**src/rtl/fetch_queue_stage.sv**
```systemverilog
// rtl/fetch_queue_stage.sv - credit-limited instruction fetch stage with redirect flush (optional FETCH_PERF_CNT_EN perf counters)
module fetch_queue_stage #(
    parameter int              XLEN     = 32,
    parameter int              INSTR_W  = 32,
    parameter int              QDEPTH   = 4,
    parameter logic [XLEN-1:0] PC_RESET = '0
) (
    input  logic               clk,
    input  logic               rst,
    input  logic               jump_valid,
    input  logic [XLEN-1:0]    jump_pc,
    input  logic               branch_valid,
    input  logic [XLEN-1:0]    branch_pc,
    output logic               imem_req,
    output logic [XLEN-1:0]    imem_addr,
    input  logic               imem_gnt,
    input  logic               imem_rvalid,
    input  logic [INSTR_W-1:0] imem_rdata,
    output logic               out_valid,
    input  logic               out_ready,
    output logic [INSTR_W-1:0] out_instr,
    output logic [XLEN-1:0]    out_pc_plus4
`ifdef FETCH_PERF_CNT_EN
    ,
    output logic [31:0]        perf_fetched,
    output logic [31:0]        perf_flushed
`endif
);

    localparam int AW = $clog2(QDEPTH);
    localparam int CW = AW + 1;
    localparam logic [CW:0] QD_EXT = (CW+1)'(QDEPTH);

    logic [XLEN-1:0]    r_pc;
    logic [CW-1:0]      r_count;
    logic [CW-1:0]      r_out;
    logic [CW-1:0]      r_drop;
    logic [AW-1:0]      r_q_wr;
    logic [AW-1:0]      r_q_rd;
    logic [AW-1:0]      r_pf_wr;
    logic [AW-1:0]      r_pf_rd;
    logic [INSTR_W-1:0] r_q_instr [QDEPTH];
    logic [XLEN-1:0]    r_q_pc4   [QDEPTH];
    logic [XLEN-1:0]    r_pf_pc4  [QDEPTH];

    logic               w_redirect;
    logic [XLEN-1:0]    w_target;
    logic [CW:0]        w_credit_used;
    logic               w_accept;
    logic               w_resp;
    logic               w_drop_resp;
    logic               w_live_resp;
    logic               w_push;
    logic               w_pop;

    assign w_redirect    = jump_valid || branch_valid;
    assign w_target      = jump_valid ? jump_pc : branch_pc;
    // Stale in-flight responses still hold a credit until they come back.
    assign w_credit_used = {1'b0, r_count} + {1'b0, r_out};

    assign imem_req      = !rst && !w_redirect && (w_credit_used < QD_EXT);
    assign imem_addr     = r_pc;
    assign w_accept      = imem_req && imem_gnt;

    // A response with nothing outstanding is a protocol error and is ignored.
    assign w_resp        = !rst && imem_rvalid && (r_out != '0);
    assign w_drop_resp   = w_resp && (r_drop != '0);
    assign w_live_resp   = w_resp && (r_drop == '0);
    assign w_push        = w_live_resp && !w_redirect;

    assign out_valid     = !rst && !w_redirect && (r_count != '0);
    assign w_pop         = out_valid && out_ready;
    assign out_instr     = (r_count != '0) ? r_q_instr[r_q_rd] : '0;
    assign out_pc_plus4  = (r_count != '0) ? r_q_pc4[r_q_rd] : '0;

    // PC, counters and queue pointers; a redirect turns every in-flight response stale.
    always_ff @(posedge clk) begin
        if (rst) begin
            r_pc    <= PC_RESET;
            r_count <= '0;
            r_out   <= '0;
            r_drop  <= '0;
            r_q_wr  <= '0;
            r_q_rd  <= '0;
            r_pf_wr <= '0;
            r_pf_rd <= '0;
        end else begin
            r_out <= r_out + CW'(w_accept) - CW'(w_resp);
            if (w_redirect) begin
                r_pc    <= w_target;
                r_count <= '0;
                r_drop  <= r_out - CW'(w_resp);
                r_q_wr  <= '0;
                r_q_rd  <= '0;
                r_pf_wr <= '0;
                r_pf_rd <= '0;
            end else begin
                if (w_accept) begin
                    r_pc    <= r_pc + XLEN'(4);
                    r_pf_wr <= r_pf_wr + AW'(1);
                end
                if (w_drop_resp) begin
                    r_drop <= r_drop - CW'(1);
                end
                if (w_live_resp) begin
                    r_pf_rd <= r_pf_rd + AW'(1);
                end
                if (w_push) begin
                    r_q_wr <= r_q_wr + AW'(1);
                end
                if (w_pop) begin
                    r_q_rd <= r_q_rd + AW'(1);
                end
                r_count <= r_count + CW'(w_push) - CW'(w_pop);
            end
        end
    end

    // Storage arrays: PC FIFO captures PC+4 at accept, queue captures data with its PC+4.
    always_ff @(posedge clk) begin
        if (w_accept) begin
            r_pf_pc4[r_pf_wr] <= r_pc + XLEN'(4);
        end
        if (w_push) begin
            r_q_instr[r_q_wr] <= imem_rdata;
            r_q_pc4[r_q_wr]   <= r_pf_pc4[r_pf_rd];
        end
    end

`ifdef FETCH_PERF_CNT_EN
    logic [31:0] r_perf_fetched;
    logic [31:0] r_perf_flushed;
    logic [31:0] w_flush_inc;

    assign w_flush_inc  = 32'(w_drop_resp || (w_resp && w_redirect))
                        + (w_redirect ? 32'(r_count) : 32'd0);
    assign perf_fetched = r_perf_fetched;
    assign perf_flushed = r_perf_flushed;

    // Count delivered instructions and discarded work (stale responses plus flushed entries).
    always_ff @(posedge clk) begin
        if (rst) begin
            r_perf_fetched <= '0;
            r_perf_flushed <= '0;
        end else begin
            r_perf_fetched <= r_perf_fetched + 32'(w_pop);
            r_perf_flushed <= r_perf_flushed + w_flush_inc;
        end
    end
`endif

endmodule
```
**config.mk**
```make
export PLATFORM = sky130hd
export DESIGN_NAME = fetch_queue_stage
export DESIGN_NICKNAME = d
export VERILOG_FILES = /design/src/rtl/fetch_queue_stage.sv
export SDC_FILE = /design/constraint.sdc
export NUM_CORES = 1
export LEC_CHECK = 0
export ABC_AREA = 1
export CORE_MARGIN = 10
export CORE_UTILIZATION = 49
export CTS_CLUSTER_DIAMETER = 200
export DETAILED_ROUTE_END_ITERATION = 8
export PLACE_DENSITY = 0.71
export SYNTH_ARGS = -nofsm -noshare
export SYNTH_HDL_FRONTEND = slang
export SYNTH_SLANG_ARGS = --single-unit
```
**constraint.sdc**
```tcl
create_clock -name clk -period 6.4 [get_ports clk]
set_input_delay 1.28 -clock clk [delete_from_list [all_inputs] [get_ports clk]]
set_output_delay 1.28 -clock clk [all_outputs]
set_load 0.02 [all_outputs]
```
==> results.toml <==
[outcome]
status = "complete, no violations"

[route]
viasPerCell = 5.409
drt_iter0_drc = 887
route.detailed.drc = 0
dr.pass1.iters = 7
post_drt_wl_per_cell_um = 18.58
via_count = 12420
wirelength_mm = 42.67
ant_nets = 0

[floorplanning]
die_area_mm2 = 0.04492
num_io_pins = 201
chipHeight_um = 212.0
rows = 70
core_area_mm2 = 0.03652
initial_core_util = 0.4943
die_x_um = 212.0

[yosys]
yosysMostFrequentCell = "nor2_1"
ys_warn_count = 0
syn_inst = 1609
syn_area_per_cell_um2 = 11.22
synth-simple-area-share = 0.1301
synth.area.mux_share = 0
synth-edff-count = 384
synth_seq_cells = 437
syn-num-nets = 1733
ys.flop_type = "edfxtp_1"
syn_area_mm2 = 0.01805
synth_top_area_frac = 0.6387
synthTopCellsByArea = "edfxtp_1, nor2_1, o21ai_0, dfxtp_1, nand2_1"
synth_top_family_by_area = "simple AND/OR/NAND/NOR gates"
ys_async_sr_fraction = 0
synth-compound-area-share = 0.1172
synth_fa_ha_area_frac = 0.01538
ys_types = 36
synth.yosys.seq_area_share = 0.6974
synthXorXnorAreaFrac = 0.006791
yosysTopAreaCell = "edfxtp_1"
synthTopCellsByCount = "nor2_1, edfxtp_1, o21ai_0, nand2_1, a21oi_1"

[timing]
timing.final.crit_period_ns = 4.818
tightest_slew_ns = 1.015
setup_violations = 0
slew_viol_final = 0
min_period_over_period = 0.7528
whs_ns = 0.4635
slew_headroom = 0.3225
final.setup_skew_ns = 0.01639
setup_tns_ns = 0
hold_viol = 0
fmax_mhz = 207.6
setup_slack_ns = 1.582
grt_setup_unrepaired = "no"

[power_and_ir_drop]
max-vdd-ir-drop_mv = 0.2205
p_leak_nw = 7.515
p_per_area_mw_per_mm2 = 271.4
p_sw_frac = 0.2160
switchingPower_mw = 1.283
finalPower_mw = 5.941
internal_power_mw = 4.658
p_comb_frac = 0.061
p_seq_frac = 0.537
p_clk_frac = 0.401

[grt]
grt_antenna_before_repair = 0
grt_pass1_vias = 12332
grt_use_total = 0.1877
overflow = 0
grt_pass1_wl_mm = 67.28
grt_max_degree = 101

[worst_setup_path]
cpMaxStageDelayCell = "clkdlybuf4s50_1"
cp_data_arrival_time_ns = 3.54
max_stage_delay_ns = 0.62
cp_top_family = "buffers and inverters"
path_cells = "clkdlybuf4s50_1 -> buf_4 -> inv_1 -> nand2_4 -> inv_1 -> nand2_1 -> nor2_1 -> clkdlybuf4s50_1"
startpoint_type = "primary input"
path_max_fanout = 21
cp_num_buf_inv = 5
endpoint_kind = "primary output"
critPathRequiredTime_ns = 5.12
path_class = "primary input to primary output"

[clock_network]
cts_root_buf = "clkbuf_16"
htreeDepth = 2
numClockSinks = 437
clk_latency_ns = 0.55
cts.path.max_buffers = 3
tritoncts = "yes"
cts_setup_buffers = 0
post_cts_resized = 0
cts_hold_buf = 0
path_clk_slew_ns = 0.06
cts_buffers = 45

[final_layout]
stdcell_area_mm2 = 0.02189
utilization = 0.5993
finalNetCount = 1916
antenna_cells = 0
final_cells = 2296
drive_gt1_frac = 0.05908
area_growth_pct = 21.23

[place]
portBuffers = 200
place.gp.congestion = 0.8732
dp_hpwl_mm = 27.00
dp_cells = 2213
dpl_worst_slack_ns = 1.546
placed_area_mm2 = 0.02054

[min_path]
hp-class = "register to register"

[job]
maxCapViolCount = 0
-- final timing paths --
check	from	end	slack, ns	cells after the start
setup / recovery	rst	imem_req	1.58	8
hold / removal	r_pf_rd[1]	register	0.46	2
setup reg to reg	r_out[2]	r_q_pc4[0][28]	3.62	7
hold reg to reg	r_pf_rd[1]	register	0.46	2
-- routing by layer --
metal,global-route usage,up-vias,part of all wire
met5,0,-,0
met4,0.05381,0,0.022
met3,0.04747,66,0.085
met2,0.3012,481,0.46
met1,0.2474,5851,0.43
li1,-,6022,-
-- final cells by class --
| type | instances | area [µm²] |
|---|---|---|
| fill | 2921 | 14630 |
| clock inverter | 25 | 173.9 |
| multi-input combinational | 1016 | 4910 |
| clock buffer | 58 | 1175 |
| timing repair buffer | 220 | 2177 |
| tap | 468 | 585.6 |
| inverter | 72 | 270.3 |
| sequential | 437 | 12600 |
-- tightest hold or removal path: stages (launching register included) --
cell     delay (ns)
dfxtp_1        0.30
inv_1          0.05
a21oi_1        0.07
-- power by group through the flow --
stage                     combinational, mW  clock (mW)  sequential, mW
after floorplan                       0.173           0            3.26
after global placement                0.355           0            3.25
after detailed placement              0.366           0            3.25
after CTS                             0.368        2.42            3.19
after global routing                  0.409        2.55            3.20
final                                 0.365        2.38            3.19
-- registers in the layout, indices dropped and copies added, names as in the netlist, 3 cells and up, named ones only --
signal,cells
r_out,3
r_q_pc4,128
r_q_instr,128
r_pf_pc4,128
imem_addr,32
r_drop,3
r_count,3
-- cell usage in the layout, fill, tap and decap left out, drive strengths merged, types with 17 or more instances in the layout --
cell type / instances
inv: 73
buf: 20
clkbuf: 58
dfxtp: 53
o22ai: 41
clkinv: 22
nor2: 394
nand2: 135
o21ai: 226
ha: 19
a22oi: 17
edfxtp: 384
nand3: 32
a21oi: 96
clkdlybuf4s50: 200
-- cells by family after synthesis --
group	count (synthesis)
AOI/OAI and AO/OA	397
xor gates and xnor gates	14
adders and majority gates	21
buffers and inverters	156
DFF	437
and+or+nand+nor	584
Note: power is estimated with default switching activity, not from simulation.
